## config.mk

```make
export PLATFORM = sky130hd
export DESIGN_NAME = chunked_serial_adder
export DESIGN_NICKNAME = d
export VERILOG_FILES = /design/src/rtl/chunked_serial_adder.sv
export SDC_FILE = /design/constraint.sdc
export NUM_CORES = 1
export LEC_CHECK = 0
export BUFFER_PORTS_ARGS = -buffer_cell sky130_fd_sc_hd__buf_2
export CAP_MARGIN = 20
export CELL_PAD_IN_SITES_DETAIL_PLACEMENT = 1
export CELL_PAD_IN_SITES_GLOBAL_PLACEMENT = 1
export CORE_ASPECT_RATIO = 1.4
export CORE_MARGIN = 3
export CORE_UTILIZATION = 44
export DETAILED_ROUTE_END_ITERATION = 16
export GPL_TIMING_DRIVEN = 0
export PLACE_DENSITY = 0.95
export SYNTH_ARGS = -nofsm -noshare
export SYNTH_HDL_FRONTEND = slang
export SYNTH_SLANG_ARGS = --single-unit
```

## constraint.sdc

```tcl
create_clock -name clk -period 4.1 [get_ports clk]
set_input_delay 1.025 -clock clk [delete_from_list [all_inputs] [get_ports clk]]
set_output_delay 1.025 -clock clk [all_outputs]
set_load 0.01 [all_outputs]
```

## src/rtl/chunked_serial_adder.sv

```systemverilog
// Multi-cycle adder/subtractor that adds CHUNK bits per clock and links the chunks
// with a registered carry. Start/busy/done handshake; reports carry-out and signed overflow.
module chunked_serial_adder #(
  parameter int WIDTH = 32,
  parameter int CHUNK = 8
) (
  input  logic             clk,
  input  logic             rst_n,
  input  logic             start,
  input  logic             sub,
  input  logic [WIDTH-1:0] a,
  input  logic [WIDTH-1:0] b,
  input  logic             c_in,
  output logic             busy,
  output logic             done,
  output logic [WIDTH-1:0] sum,
  output logic             carry_out,
  output logic             overflow
);

  localparam int NCHUNK = WIDTH / CHUNK;
  localparam int IDXW   = (NCHUNK > 1) ? $clog2(NCHUNK) : 1;
  localparam logic [IDXW-1:0] LAST_IDX = IDXW'(NCHUNK - 1);

  typedef enum logic [1:0] {IDLE, BUSY, DONE} state_t;

  state_t           state;
  logic [WIDTH-1:0] a_q;
  logic [WIDTH-1:0] b_q;
  logic [WIDTH-1:0] acc;
  logic             carry_q;
  logic [IDXW-1:0]  idx;

  logic [CHUNK:0]   chunk_sum;
  logic [WIDTH-1:0] acc_next;
  logic             msb_carry_in;

  // Operands shift right one chunk per cycle, so the active chunk is always the low
  // CHUNK bits; results enter the accumulator from the top and land in place after NCHUNK steps.
  // NOTE: every always_comb output is assigned on every path, so no latch can be inferred.
  always_comb begin
    chunk_sum    = {1'b0, a_q[CHUNK-1:0]} + {1'b0, b_q[CHUNK-1:0]} + {{CHUNK{1'b0}}, carry_q};
    acc_next     = (acc >> CHUNK) | (WIDTH'(chunk_sum[CHUNK-1:0]) << (WIDTH - CHUNK));
    msb_carry_in = a_q[CHUNK-1] ^ b_q[CHUNK-1] ^ chunk_sum[CHUNK-1];
  end

  // NOTE: sequential state uses non-blocking assignments so every flop samples pre-edge values.
  always_ff @(posedge clk) begin
    // NOTE: the datapath registers are plain flops, so they are all cleared along with the FSM.
    if (!rst_n) begin
      state     <= IDLE;
      busy      <= 1'b0;
      done      <= 1'b0;
      sum       <= '0;
      carry_out <= 1'b0;
      overflow  <= 1'b0;
      a_q       <= '0;
      b_q       <= '0;
      acc       <= '0;
      carry_q   <= 1'b0;
      idx       <= '0;
    end else begin
      done <= 1'b0;
      case (state)
        IDLE, DONE: begin
          if (start) begin
            state   <= BUSY;
            busy    <= 1'b1;
            a_q     <= a;
            b_q     <= sub ? ~b : b;
            carry_q <= sub | c_in;
            idx     <= '0;
          end else begin
            state <= IDLE;
          end
        end
        BUSY: begin
          a_q     <= a_q >> CHUNK;
          b_q     <= b_q >> CHUNK;
          acc     <= acc_next;
          carry_q <= chunk_sum[CHUNK];
          idx     <= idx + 1'b1;
          if (idx == LAST_IDX) begin
            state     <= DONE;
            busy      <= 1'b0;
            done      <= 1'b1;
            sum       <= acc_next;
            carry_out <= chunk_sum[CHUNK];
            overflow  <= chunk_sum[CHUNK] ^ msb_carry_in;
          end
        end
        default: state <= IDLE;
      endcase
    end
  end

endmodule

```

==> metrics <==
Port Buf Inserts=103; Static Leakage=0.00275 uW; Final period util=59.0%; Placeable Area=roughly 12000 um2; CTS Buffer Depth=2; post-synth top area share=48.8%; worst setup margin=1.68 ns; final setup fails=0; RSZ-0062 raised after global routing=false; met2 wire len=9780 um; Seq cells post-synth=129; DR top layer=met4; Hold Fails Final Rpt=0; Die W=98.7 um; DR vias/cell=5.67; TritonCTS clock tree=built; Mapped Area=5290 um2; Initial Utilization=46.0%; M1 WL=6330 um; io pins=around 110; cell mode on critical path=fa_1; post-synth top area cell=dfxtp_1; Rows=46; Synth Flop Type=dfxtp_1; initial antenna violation count=0; Pwr Total=between 3000 and 4000 uW; chip height=136 um; worst skew pair latency=0.43 ns; routability cong.=0.882; clk root buf=clkbuf_16; library cells used by synthesis=32; cell depth of the worst setup path=7; syn nets=701; clock buffer count from CTS=17; FF-to-FF setup slack=around 1.7 ns; CP endpoint=acc[30]; Worst Setup SP=a_q[0]; Post-DRT Antenna Nets=0; Area growth, synth to finish=25.4%; normalized max-slew margin=58.3%; Arrival @ worst endpoint=2.68 ns; DP Area=5990 um2; Layout fillers=1392; GRT overflow=0; Post-Syn Instances=slightly above 600; worst path bufs/invs=1; pwr/cell area=507 nW/um2; pre-CTS WS=1.65 ns; family with the most delay on the worst path=compound AO/OA/AOI/OAI gates; worst slew pin tran=0.625 ns; Syn. warnings=0; Hold Path Class=reg2reg; CTS Hold Bufs=0; dpl hpwl=~12000 um; post-layout min period=around 2.4 ns; CP Class=reg2reg; DR DRC count=0; CP Launch Type=flip-flop; total die area=13400 um2; CP max-delay cell=o311ai_0; CP max FO=4; layout cells sized above 1=22.3%; H-tree levels=4; first-pass GRT wire length=28300 um; Sum Neg Setup Slack=0 ns; number of DRC markers in iteration 0=212; max frequency=approximately 410 MHz; largest net degree at the start of global routing=17; Area contributors post-synth=dfxtp_1, nand2_1, a21oi_1, a22oi_1, xor2_1; CP max stage delay=0.54 ns; cell breakdown of the critical path=fa_1 > inv_1 > fa_1 > nand2b_1 > a21oi_1 > a31o_2 > o311ai_0; Max Cap Viol=0; Antenna Cells=0; register area share after synthesis=48.8%; Critical Path Sink Type=flip-flop; Reg2Reg Launch Point=a_q[0]; Register Area=2580 um2; Post-Route WL=17900 um; post-cts repair resize count=0; Max VDD drop=about 280 uV; postcts setup bufs=0; Crit Reg-Reg Endpoint=acc[30]; worst r2r path cells=7; Multi-input gate area=2420 um2; Nets=823; max-slew violations=0; Tot GR Track Use=a little over a quarter; share of flip-flops with an asynchronous set or reset=0%; Sink Count=129; Pre-Repair DR Iteration Count=5; status=finished clean; Final Cell Area=between 6000 and 7000 um2; via count=5109; clock skew=slightly below 0.01 ns; EDFF count, synth=0; vias in the first global route=5602; Required @ worst endpoint=4.36 ns; DR WL met3=861 um; syn avg cell area=8.50 um2; wire per inst=19.8 um; Reg clk slew, reported paths=0.06 ns
sequential cells by signal (all words and copies together), names as in the netlist:
name	cells
sum	32
carry_q	1
busy	1
idx	2
carry_out	1
b_q	32
done	1
state	2
overflow	1
a_q	32
acc	24
how the worst min path moves through the flow:
| stage | from | end | slack (ns) | cells after the start |
|---|---|---|---|---|
| 2_1_floorplan | acc[8] | sum[0] | 0.43 | 2 |
| 3_3_place_gp | sum[7] | sum[7] | 0.44 | 2 |
| 3_5_place_dp | sum[12] | sum[12] | 0.45 | 2 |
| 4_1_cts | sum[12] | sum[12] | 0.45 | 2 |
| 5_1_grt | sum[5] | sum[5] | 0.48 | 2 |
| 6_report | sum[11] | sum[11] | 0.45 | 2 |
metal layers:
metal,up-vias,GRT usage [%]
li1,2377,-
met1,2461,26.6
met2,193,52.8
met3,78,6.08
met4,0,14.6
met5,-,0
worst reg2reg max path, delay by kind of cell (launching register included):
kind / cells / cell delay, ns
AOI/OAI and AO/OA: 3 / 0.98
adders and majority gates: 2 / 0.68
buffers and inverters: 1 / 0.10
DFF: 1 / 0.33
and+or+nand+nor: 1 / 0.17
where the power goes:
part           leakage [uW]  internal [uW]  switching, uW
sequential          0.00105           1310           44.0
clock              0.000313           1100            558
combinational       0.00138            130            223
cell type report:
type                            instances  area share (%)
Buffer                                 51            3.96
Clock buffer                           24            7.56
Clock inverter                          8            2.24
Inverter                                6           0.339
Multi-Input combinational cell        436            36.5
Sequential cell                       129            38.9
Tap cell                              144            2.71
Timing Repair Buffer                  103            7.77
cells in the mapped netlist, drive strengths merged (6+ instances only):
master and count:
dfxtp 129, buf 30, a21oi 101, o21ai 10, xor2 35, ha 8, nand3 8, nor2 31
inv 6, nand2 148, clkbuf 21, a22oi 65
through the flow:
stage	util, %	cells	hold WS, ns
finish	57.7	901	0.452
global route	57.7	901	0.475
floorplan	-	622	0.432
detailed placement	52.0	869	0.447
CTS	57.7	901	0.454
global placement	52.0	869	0.440
placed cells by master, fill, tap and decap left out, drive strengths merged:
master / count
nand2b: 3
xnor2: 2
a21o: 3
a211oi: 5
o311ai: 2
a31oi: 1
and2: 1
inv: 6
clkinvlp: 2
nor3: 2
fa: 2
ha: 8
a21oi: 101
clkbuf: 45
nand2: 148
dfxtp: 129
a211o: 1
a22oi: 65
xor2: 35
o21ai: 10
nand4: 2
o211ai: 2
nor2: 31
nor2b: 2
bufinv: 4
a31o: 2
buf: 133
nand3: 8
clkinv: 2
logic make-up after synthesis:
kind of cell	share of synthesized area (%)
xor gates and xnor gates	6.13
and+or+nand+nor	14.9
DFF	48.8
adders and majority gates	2.65
buffers and inverters	5.39
AOI/OAI and AO/OA	22.1
Power figures use the tool's default switching activity.
